--- src/rtl/fetch_unit.sv ---
// Instruction-fetch front end: issues word fetches to a variable-latency memory,
// queues in-order responses for decode and squashes stale responses after a redirect.
module fetch_unit #(
  parameter int                    DATA_WIDTH      = 32,
  parameter logic [DATA_WIDTH-1:0] RESET_PC        = '0,
  parameter int                    QUEUE_DEPTH     = 4,
  parameter int                    MAX_OUTSTANDING = 2
) (
  input  logic                  clk,
  input  logic                  rst_n,
  output logic                  imem_req_o,
  output logic [DATA_WIDTH-1:0] imem_addr_o,
  input  logic                  imem_ready_i,
  input  logic                  imem_rvalid_i,
  input  logic [DATA_WIDTH-1:0] imem_rdata_i,
  input  logic                  redirect_i,
  input  logic [DATA_WIDTH-1:0] redirect_pc_i,
  output logic                  instr_valid_o,
  output logic [DATA_WIDTH-1:0] instr_o,
  output logic [DATA_WIDTH-1:0] instr_pc_o,
  output logic [DATA_WIDTH-1:0] instr_pc_plus_4_o,
  input  logic                  instr_ready_i
);

  localparam int PTR_W = $clog2(QUEUE_DEPTH);
  localparam int CNT_W = $clog2(QUEUE_DEPTH + 1);
  localparam int SUM_W = CNT_W + 1;
  localparam int INF_W = $clog2(MAX_OUTSTANDING + 1);
  localparam logic [DATA_WIDTH-1:0] NOP_INSTR  = DATA_WIDTH'(32'h0000_0013);
  localparam logic [DATA_WIDTH-1:0] WORD_STEP  = DATA_WIDTH'(4);
  localparam logic [DATA_WIDTH-1:0] ALIGN_MASK = ~DATA_WIDTH'(3);

  typedef enum logic {IDLE, FETCH} state_t;

  state_t                  state_reg;
  logic [DATA_WIDTH-1:0]   fetch_pc_reg;
  logic [DATA_WIDTH-1:0]   ret_pc_reg;
  logic [PTR_W-1:0]        head_reg;
  logic [PTR_W-1:0]        tail_reg;
  logic [CNT_W-1:0]        count_reg;
  logic [INF_W-1:0]        inflight_reg;
  logic [INF_W-1:0]        drop_reg;
  logic [DATA_WIDTH-1:0]   q_instr [QUEUE_DEPTH];
  logic [DATA_WIDTH-1:0]   q_pc    [QUEUE_DEPTH];

  logic                    fetching;
  logic [SUM_W-1:0]        credit_sum;
  logic                    accept;
  logic                    resp;
  logic                    redirect;
  logic                    keep;
  logic                    pop;
  logic [INF_W-1:0]        inflight_next;
  logic [DATA_WIDTH-1:0]   redirect_target;

  // Credits count both queued and in-flight words so a response always has a slot,
  // even one that will later be dropped.
  assign fetching        = (state_reg == FETCH);
  assign credit_sum      = SUM_W'(count_reg) + SUM_W'(inflight_reg);
  assign imem_req_o      = fetching && (credit_sum < SUM_W'(QUEUE_DEPTH))
                           && (inflight_reg < INF_W'(MAX_OUTSTANDING));
  assign imem_addr_o     = fetch_pc_reg & ALIGN_MASK;
  assign accept          = imem_req_o & imem_ready_i;
  assign resp            = fetching & imem_rvalid_i;
  assign redirect        = fetching & redirect_i;
  assign keep            = resp & (drop_reg == '0) & ~redirect;
  assign pop             = instr_valid_o & instr_ready_i & ~redirect;
  assign inflight_next   = inflight_reg + INF_W'(accept) - INF_W'(resp);
  assign redirect_target = redirect_pc_i & ALIGN_MASK;

  assign instr_valid_o     = (count_reg != '0);
  assign instr_o           = instr_valid_o ? q_instr[head_reg] : NOP_INSTR;
  assign instr_pc_o        = instr_valid_o ? q_pc[head_reg] : ret_pc_reg;
  assign instr_pc_plus_4_o = instr_pc_o + WORD_STEP;

  always_ff @(posedge clk) begin
    if (!rst_n) begin
      state_reg    <= IDLE;
      fetch_pc_reg <= RESET_PC;
      ret_pc_reg   <= RESET_PC;
      head_reg     <= '0;
      tail_reg     <= '0;
      count_reg    <= '0;
      inflight_reg <= '0;
      drop_reg     <= '0;
    end else begin
      state_reg <= FETCH;
      if (fetching) begin
        inflight_reg <= inflight_next;
        if (redirect) begin
          // Everything still in flight belongs to the old path and must be squashed.
          fetch_pc_reg <= redirect_target;
          ret_pc_reg   <= redirect_target;
          head_reg     <= '0;
          tail_reg     <= '0;
          count_reg    <= '0;
          drop_reg     <= inflight_next;
        end else begin
          if (accept)
            fetch_pc_reg <= fetch_pc_reg + WORD_STEP;
          if (resp && (drop_reg != '0))
            drop_reg <= drop_reg - INF_W'(1);
          if (keep) begin
            tail_reg   <= tail_reg + PTR_W'(1);
            ret_pc_reg <= ret_pc_reg + WORD_STEP;
          end
          if (pop)
            head_reg <= head_reg + PTR_W'(1);
          count_reg <= count_reg + CNT_W'(keep) - CNT_W'(pop);
        end
      end
    end
  end

  always_ff @(posedge clk) begin
    if (rst_n && keep) begin
      q_instr[tail_reg] <= imem_rdata_i;
      q_pc[tail_reg]    <= ret_pc_reg;
    end
  end

  always_ff @(posedge clk) begin
    if (rst_n && fetching) begin
      assert (!(imem_rvalid_i && (inflight_reg == '0)));
      assert (drop_reg <= inflight_reg);
    end
  end

endmodule

--- config.mk ---
export PLATFORM = sky130hd
export DESIGN_NAME = fetch_unit
export DESIGN_NICKNAME = d
export VERILOG_FILES = /design/src/rtl/fetch_unit.sv
export SDC_FILE = /design/constraint.sdc
export NUM_CORES = 1
export LEC_CHECK = 0
export BUFFER_PORTS_ARGS = -buffer_cell sky130_fd_sc_hd__buf_2
export CORE_MARGIN = 2
export CORE_UTILIZATION = 50
export DETAILED_ROUTE_END_ITERATION = 16
export PLACE_DENSITY_LB_ADDON = 0.1
export REMOVE_ABC_BUFFERS = 1
export SYNTH_ARGS = -nofsm -noshare
export SYNTH_HDL_FRONTEND = slang
export SYNTH_SLANG_ARGS = --single-unit
--- constraint.sdc ---
create_clock -name clk -period 4.9 [get_ports clk]
set_clock_uncertainty 0.2 [all_clocks]
set_input_delay 0.245 -clock clk [delete_from_list [all_inputs] [get_ports clk]]
set_output_delay 0.245 -clock clk [all_outputs]
set_load 0.01 [all_outputs]
==> results of run 1 <==
critical path, cell delays in order, from the launching register on:
cell	delay (ns)
dfxtp_4	0.74
mux4_2	0.34
nand2_1	0.05
and2_1	0.18
inv_1	0.07
ha_1	0.21
inv_1	0.06
a211o_1	0.43
nor3b_1	0.24
buf_4	0.18
nand3_1	0.10
xnor2_1	0.16
buf_2	0.16
logic make-up (layout without fill, tap and decap cells):
family	Yosys count	after routing	share of synthesized area, %
buf+inv	92	355	2.97
other cells	1	7	0.0259
xor+xnor	63	63	3.81
fa+ha+maj	14	14	1.26
simple gates	373	373	12.6
mux	69	69	10.1
flops	322	322	61.6
compound gates	173	173	7.59
power breakdown:
group          internal, W  switching (W)
clock network      0.00141        0.00101
logic             0.000176       0.000229
registers          0.00298      0.0000615
total              0.00456        0.00130
cells in the final DEF (no fill, tap or decap), drive strengths merged, types with 3 or more instances in the layout:
cell           n
edfxtp       248
buf          204
nand2        152
dfxtp         74
dlygate4sd3   64
mux4          62
nor2          58
o21ai         53
a21oi         50
nand3         40
clkbuf        40
and2          36
xnor2         34
xor2          29
inv           28
nor3          21
nand4         19
and3          17
clkinv        16
a211oi        14
ha            13
o22ai          9
nor4           8
mux2i          7
a22o           7
o31ai          7
conb           6
a22oi          6
a31oi          5
a311oi         5
o21a           4
nor3b          4
or2            4
nand2b         3
o221a          3
layer usage:
layer  vias to the layer above  share of wire, %  track usage, %
met1                      4870                45            31.9
met5                         -                 0               0
met4                         0               1.6            5.50
li1                       4629                 -               -
met3                        43               5.4            3.46
met2                       299                48            37.6
how the worst max path moves through the flow:
stage                         from                    end  slack [ns]
after CTS                 register  instr_pc_plus_4_o[20]        0.96
after global routing      register  instr_pc_plus_4_o[20]        0.77
final                     register  instr_pc_plus_4_o[20]        1.02
after global placement    register  instr_pc_plus_4_o[20]        1.52
after detailed placement  register  instr_pc_plus_4_o[20]        1.49
after floorplan           register  instr_pc_plus_4_o[20]       -0.42
per-stage QoR:
step | TNS, ns | power [W] | std cells
after floorplan | -2.74 | 0.00329 | 1047
after global placement | 0 | 0.00346 | 1635
after detailed placement | 0 | 0.00347 | 1635
after CTS | 0 | 0.00591 | 1759
after global routing | 0 | 0.00606 | 1759
final | 0 | 0.00586 | 1760
cell type report:
type	count	area, sq um	area share, %
Antenna cell	1	2.50	0.0144
Clock buffer	40	895	5.13
Clock inverter	20	139	0.797
Inverter	27	101	0.582
Multi-Input combinational cell	698	5180	29.7
Sequential cell	322	8940	51.3
Tap cell	384	480	2.76
Timing Repair Buffer	268	1690	9.72
repair_timing:
action | 4_1_cts | 5_1_grt
hold buffers | 64 | 0
hold endpoints to repair | 182 | 0
setup buffers | 0 | 0
gates resized for setup | 0 | 0
==> results.json, run 1 <==
{
  "setup_ws_ns": 1.02,
  "fmax_mhz": 258,
  "path_class": "register to output port",
  "fillers": 2332,
  "syn2layout_area_growth_pct": 20.3,
  "via_per_inst": 5.59,
  "start_util_pct": 50.6,
  "whs_path_depth": 3,
  "drive_gt1_share_pct": 24.5,
  "drv_slew": 0,
  "ioPinCount": 200,
  "portBuffers": 191,
  "powerDensity_mw_per_mm2": 336,
  "die_y_um": 174,
  "grt_max_degree": 82,
  "fin_crit_ns": 3.88,
  "hold_violations": 0,
  "place_area_sq_mm": 0.0158,
  "grt_pass1_wl_mm": 53.8,
  "ys_warn_count": 0,
  "required_ns": 4.45,
  "antenna_found_initial": 0,
  "yosysMostFrequentCell": "edfxtp_1",
  "cp-end-kind": "output port",
  "slew_headroom_pct": 13.7,
  "numCtsBuffers": 35,
  "cp-start-kind": "register",
  "grt_pass1_vias": 9577,
  "syn_area_sq_mm": 0.0145,
  "ys_async_sr_fraction_pct": 0,
  "finalCritPeriodShare_pct": 79.2,
  "crit_fanout": 36,
  "num_vias": 9841,
  "place.gp.congestion": 0.791,
  "hold-worst-slack_ns": 0.0906,
  "regMostFlops": "q_instr",
  "avgSynthCellArea_sq_um": 13.1,
  "r2r_slack_ns": 1.56,
  "wl_per_cell_um": 19.6,
  "gr-total-overflow": 0,
  "cts.sinks": 322,
  "placementRows": 62,
  "synthCells": 1107,
  "post-route-util_pct": 60.9,
  "cts_tree": "done",
  "die_w_um": 174,
  "dp_hpwl_mm": 21.9,
  "vdd.ir_drop.worst_uv": 178,
  "netlist.area_leader.share_pct": 51.4,
  "h-tree-depth": 2,
  "firstDrtPassIters": 7,
  "status": "completed",
  "synth_area_leaders": "edfxtp_1 51%, dfxtp_1 10%, mux4_2 9.6%",
  "fin_nets": 1436,
  "fin_area_sq_mm": 0.0174,
  "post-route-drc-count": 0,
  "grt_use_total_pct": 22.7,
  "synth-edff-count": 248,
  "rsz0062_at_grt": "no",
  "dieArea_sq_mm": 0.0304,
  "reg.largest.list": "q_instr (128), q_pc (120)",
  "setup_viol": 0,
  "cts_root_buf": "clkbuf_16",
  "yosys-top-cells-count": "248 x edfxtp_1, 152 x nand2_1, 74 x dfxtp_1, 62 x mux4_2, 58 x nor2_1",
  "post-place-ws_ns": 1.49,
  "ctsLongestPathBuffers": 3,
  "worst_pin_slew_ns": 1.28,
  "drv_cap": 0,
  "wl_mm": 34.5,
  "reg2reg_depth": 3,
  "p_leak_nw": 6.41,
  "ys.flop_type": "edfxtp_1",
  "clk_pin_slew_ns": 0.06,
  "ys_seq_area_share_pct": 61.6,
  "largest_register_ffs": 128,
  "drt_iter0_markers": 713,
  "min_delay_worst_endpoint": "count_reg[0]",
  "rr_startpoint": "fetching",
  "fp.coreArea_sq_mm": 0.0286,
  "clock_latency_ns": 0.50,
  "r2r-end": "q_instr[1][27]",
  "ys_ff_latch": 322,
  "yosys.area.top_type": "edfxtp_1",
  "ys_types": 68,
  "min_from": "redirect_i",
  "worstPathArrival_ns": 3.44,
  "drtAntennaViolNets": 0,
  "min_path_type": "input port to register"
}
Note: power is estimated with default switching activity, not from simulation.
==> run 2: changes to the inputs <==
ABC_AREA = 1   (was unset)
clock period = 3.8 ns   (was 4.9 ns; I/O delays follow)
==> results.json, run 2 <==
{
  "rsz0062_at_grt": "no",
  "numCtsBuffers": 36,
  "antenna_found_initial": 0,
  "clock_latency_ns": 0.51,
  "setup_viol": 0,
  "via_per_inst": 5.21,
  "worstPathArrival_ns": 3.18,
  "firstDrtPassIters": 5,
  "fin_nets": 2261,
  "drt_iter0_markers": 1032,
  "yosys.area.top_type": "edfxtp_1",
  "grt_pass1_wl_mm": 68.5,
  "fin_crit_ns": 3.57,
  "yosysMostFrequentCell": "nand2_1",
  "synthCells": 1939,
  "p_comb_share_pct": 9.3,
  "fmax_mhz": 280,
  "dp_hpwl_mm": 28.7,
  "ctsHoldBuffers": 68,
  "required_ns": 3.41,
  "finalCritPeriodShare_pct": 94.0,
  "start_util_pct": 50.6,
  "yosys-top-cells-count": "474 x nand2_1, 269 x nor2_1, 248 x edfxtp_1, 213 x inv_1, 141 x o21ai_0",
  "layout_commonest_cell": "nand2_1",
  "p_switching_w": 0.00197,
  "pwr-share-clk_pct": 41.5,
  "h-tree-depth": 2,
  "slew_headroom_pct": 52.0,
  "swShare_pct": 24.2,
  "n_antenna_cell": 0,
  "grt_use_total_pct": 25.6,
  "drv_cap": 0,
  "power_frac_seq_pct": 49.2,
  "cp-start-kind": "register",
  "syn2layout_area_growth_pct": 19.3,
  "num_vias": 13800,
  "die_w_um": 185,
  "fillers": 2863,
  "grt_pass1_vias": 12900,
  "place_area_sq_mm": 0.0178,
  "gr-total-overflow": 0,
  "portBuffers": 191,
  "final_cell_mix": "473 x nand2_1, 265 x nor2_1, 248 x edfxtp_1",
  "reg.largest.list": "q_instr (128), q_pc (120)",
  "syn_area_sq_mm": 0.0164,
  "cts_tree": "done",
  "grt_max_degree": 118,
  "ctsLongestPathBuffers": 3,
  "netlist.area_leader.share_pct": 45.4,
  "vdd.ir_drop.worst_uv": 271,
  "dieArea_sq_mm": 0.0343,
  "die_y_um": 185,
  "cts_root_buf": "clkbuf_16",
  "crit_fanout": 36,
  "drive_gt1_share_pct": 15.2,
  "cts.sinks": 322,
  "place.gp.congestion": 0.966,
  "post-route-drc-count": 0,
  "wl_mm": 44.4,
  "ys_ff_latch": 322,
  "ys_warn_count": 0,
  "hold_violations": 0,
  "ys_types": 54,
  "wl_per_cell_um": 16.8,
  "ioPinCount": 200,
  "worst_pin_slew_ns": 0.720,
  "powerDensity_mw_per_mm2": 415,
  "synth-edff-count": 248,
  "cp-end-kind": "output port",
  "ys_seq_area_share_pct": 54.4,
  "status": "completed",
  "intPower_w": 0.00616,
  "postCtsResizedCells": 0,
  "path_class": "register to output port",
  "placementRows": 66,
  "p_leak_nw": 8.21,
  "fp.coreArea_sq_mm": 0.0325,
  "post-cts-setup-buffers": 0,
  "fin_area_sq_mm": 0.0196,
  "ys_async_sr_fraction_pct": 0,
  "drtAntennaViolNets": 0,
  "synth_area_leaders": "edfxtp_1 45%, nand2_1 11%, dfxtp_1 9.0%",
  "drv_slew": 0,
  "largest_register_ffs": 128,
  "regMostFlops": "q_instr",
  "avgSynthCellArea_sq_um": 8.47,
  "clk_pin_slew_ns": 0.05,
  "ys.flop_type": "edfxtp_1",
  "r2r_slack_ns": 0.75,
  "hold-worst-slack_ns": 0.0453,
  "min_path_type": "input port to register"
}
## run 2: cell count changes after synthesis, sizes merged, moves of 35 or more
cell   previous run  this run
a21oi            50        87
nor2             58       284
and2             36         1
o21ai            53       145
nand2           152       504
nand3            40       121
mux4             62         0
inv              27       219
## run 2: layout make-up
type / instances / area (sq um) / area share, %
Inverter: 222 / 842 / 4.30
Clock buffer: 50 / 1010 / 5.14
Tap cell: 442 / 553 / 2.82
Sequential cell: 322 / 8930 / 45.6
Multi-Input combinational cell: 1314 / 6220 / 31.8
Timing Repair Buffer: 281 / 1890 / 9.65
Clock inverter: 15 / 141 / 0.722
## run 2: kinds of logic (layout without fill, tap and decap cells)
family / after synthesis / in the layout / synth area share [%]
other cells: 1 / 6 / 0.0228
compound gates: 271 / 271 / 8.79
fa+ha+maj: 14 / 14 / 1.11
buf+inv: 308 / 568 / 8.06
xor+xnor: 42 / 42 / 2.24
flops: 322 / 322 / 54.4
simple gates: 981 / 981 / 25.4
## run 2: worst paths after layout
| kind | from | to | cells after the start |
|---|---|---|---|
| setup / recovery | register | instr_pc_plus_4_o[11] | 12 |
| hold / removal | imem_ready_i | fetch_pc_reg[12] | 4 |
| setup reg to reg | count_reg[1] | count_reg[2] | 13 |
| hold reg to reg | drop_reg[1] | drop_reg[1] | 2 |
## run 2: power by group through the flow
| stage | clock [W] | sequential [W] | combinational, W |
|---|---|---|---|
| floorplan | 0 | 0.00405 | 0.000390 |
| global placement | 0 | 0.00406 | 0.000688 |
| detailed placement | 0 | 0.00407 | 0.000699 |
| CTS | 0.00343 | 0.00399 | 0.000755 |
| global route | 0.00357 | 0.00401 | 0.000841 |
| finish | 0.00338 | 0.00400 | 0.000756 |
## run 2: routing by layer
layer / wire length (um) / track usage, % / up-vias
li1: - / - / 6832
met1: 19300 / 34.2 / 6405
met2: 21100 / 43.9 / 487
met3: 2920 / 3.13 / 71
met4: 1180 / 7.71 / 0
met5: 0 / 0 / -
## run 2: worst max-delay path, stage by stage (launching register included)
cell      delay, ns
dfxtp_2        0.52
clkinv_2       0.14
buf_4          0.47
nand3_1        0.18
nand2_1        0.09
nand2_1        0.06
nand2_2        0.15
nand2_2        0.09
nor2_1         0.15
nand2_1        0.09
nor2_2         0.21
xor2_1         0.31
buf_2          0.20
## run 2: per-stage QoR
stage / instances / TNS, ns / utilization [%] / total power [W] / worst slack [ns]
global route: 2646 / 0 / 60.3 / 0.00842 / 0.0632
global placement: 2513 / 0 / 54.7 / 0.00475 / 0.745
detailed placement: 2513 / 0 / 54.7 / 0.00476 / 0.704
CTS: 2646 / 0 / 60.3 / 0.00818 / 0.175
floorplan: 1858 / -186.98 / - / 0.00443 / -1.28
finish: 2646 / 0 / 60.3 / 0.00813 / 0.229
==> run 3: changes to the inputs <==
CELL_PAD_IN_SITES_DETAIL_PLACEMENT = 1   (was unset)
CELL_PAD_IN_SITES_GLOBAL_PLACEMENT = 1   (was unset)
CORE_UTILIZATION = 44   (was 50)
MAX_ROUTING_LAYER = met4   (was unset)
RECOVER_POWER = 100   (was unset)
==> results.json, run 3 (same netlist as run 2, synthesis figures left out) <==
{
  "cts_tree": "done",
  "num_vias": 14200,
  "path_class": "register to output port",
  "fin_crit_ns": 3.67,
  "hold-worst-slack_ns": 0.0646,
  "cpPeakStageDelay_ns": 0.55,
  "status": "finished with violations",
  "cpMaxStageDelayCell": "dfxtp_4",
  "required_ns": 3.41,
  "grt_pass1_wl_mm": 80.9,
  "worstPathArrival_ns": 3.28,
  "grt_use_total_pct": 27.6,
  "cp-start-kind": "register",
  "dieArea_sq_mm": 0.0389,
  "wl_mm": 51.7,
  "grt_max_degree": 65,
  "hold_violations": 0,
  "die_w_um": 197,
  "drv_slew": 85,
  "clk_pin_slew_ns": 0.06,
  "cts.sinks": 322,
  "drt_iter0_markers": 789,
  "start_util_pct": 44.7,
  "fillers": 4408,
  "numCtsBuffers": 37,
  "place.gp.congestion": 0.882,
  "gr-total-overflow": 0,
  "drtAntennaViolNets": 0,
  "ioPinCount": 200,
  "crit_fanout": 64,
  "ctsLongestPathBuffers": 3,
  "fp.coreArea_sq_mm": 0.0367,
  "use_met3_pct": 3.23,
  "powerDensity_mw_per_mm2": 422,
  "h-tree-depth": 2,
  "reg.largest.list": "q_instr (128), q_pc (120)",
  "violations": "max-capacitance violations, max-slew violations",
  "clock_latency_ns": 0.54,
  "dp_hpwl_mm": 34.4,
  "final_cell_mix": "482 x nand2_1, 267 x nor2_1, 248 x edfxtp_1",
  "grt_pass1_vias": 15000,
  "setup_viol": 0,
  "p_total_w": 0.00818,
  "cts_root_buf": "clkbuf_16",
  "syn2layout_area_growth_pct": 18.2,
  "placementRows": 70,
  "fin_nets": 2268,
  "layout_commonest_cell": "nand2_1",
  "wl_per_cell_um": 19.3,
  "die_y_um": 197,
  "min_path_type": "input port to register",
  "firstDrtPassIters": 4,
  "p_leak_nw": 7.76,
  "grt-busiest-layer": "met2",
  "n_antenna_cell": 0,
  "portBuffers": 191,
  "path_cells": "buf_6, nand2_1, nand3_1, nand2_1, nand2_1, nand2_1, nand2_1, clkinv_1, nand2_1, nor2_2, nand2_1, xor2_1, buf_2",
  "rsz0062_at_grt": "no",
  "finalCritPeriodShare_pct": 96.5,
  "cp-end-kind": "output port",
  "regMostFlops": "q_instr",
  "grt_use_met1_pct": 33.1,
  "drv_cap": 2,
  "largest_register_ffs": 128,
  "vdd.ir_drop.worst_uv": 234,
  "post-route-drc-count": 0,
  "post-cts-setup-buffers": 0,
  "grt_use_met2_pct": 48.4,
  "worst_pin_slew_ns": 2.09,
  "drive_gt1_share_pct": 9.04,
  "via_per_inst": 5.29,
  "fmax_mhz": 273,
  "slew_headroom_pct": -39.4,
  "cpMostUsedCell": "nand2_1",
  "antenna_found_initial": 0
}
==> run 3: worst max-delay path, delay by kind of cell, from the launching register on <==
kind | cells | cell delay [ns]
and+or+nand+nor | 9 | 1.04
xor gates and xnor gates | 1 | 0.32
DFF | 1 | 0.55
buffers and inverters | 3 | 0.78
==> run 3: path summary, 6_finish.rpt <==
check	startpoint	end	slack, ns	cells past startpoint
worst max-delay path	register	instr_pc_plus_4_o[17]	0.13	13
worst min register to register	head_reg[1]	register	0.30	2
worst min-delay path	imem_ready_i	fetch_pc_reg[12]	0.06	4
worst max register to register	fetching	q_pc[1][20]	0.28	7
==> run 3: layout make-up <==
type                    count  area [sq um]  area share [%]
repair buffers            287          1720            8.84
well taps                 468           586            3.02
clock buffers              43           958            4.94
multi-input cells        1314          6170            31.8
inverters                 222           842            4.34
clock inverters            25           205            1.06
flip-flops and latches    322          8930            46.0
==> run 3: stage by stage <==
| stage | util [%] | setup WS, ns | cell area, sq um | cells | TNS, ns |
|---|---|---|---|---|---|
| after floorplan | - | -1.28 | 16000 | 1858 | -186.98 |
| after global placement | 48.5 | 0.674 | 17800 | 2544 | 0 |
| after detailed placement | 48.5 | 0.641 | 17800 | 2544 | 0 |
| after CTS | 53.6 | 0.0365 | 19700 | 2681 | 0 |
| after global routing | 52.9 | 0.0131 | 19400 | 2681 | 0 |
| final | 52.9 | 0.134 | 19400 | 2681 | 0 |
==> run 3: where the power goes <==
group          leakage (nW)  switching (W)  internal [W]
combinational          4.34       0.000493      0.000262
clock                 0.560        0.00146       0.00196
sequential             2.86       0.000132       0.00387
==> run 3: what timing repair did <==
action	in CTS	in global routing
resized for setup	0	6
hold endpoints to repair	196	0
setup endpoints to repair	0	6
hold buffers	69	0
==> run 3: layer usage <==
metal	routed length [um]	vias up
met5	0	-
met4	1540	0
met3	2290	96
met2	26000	351
met1	21900	6874
li1	-	6851
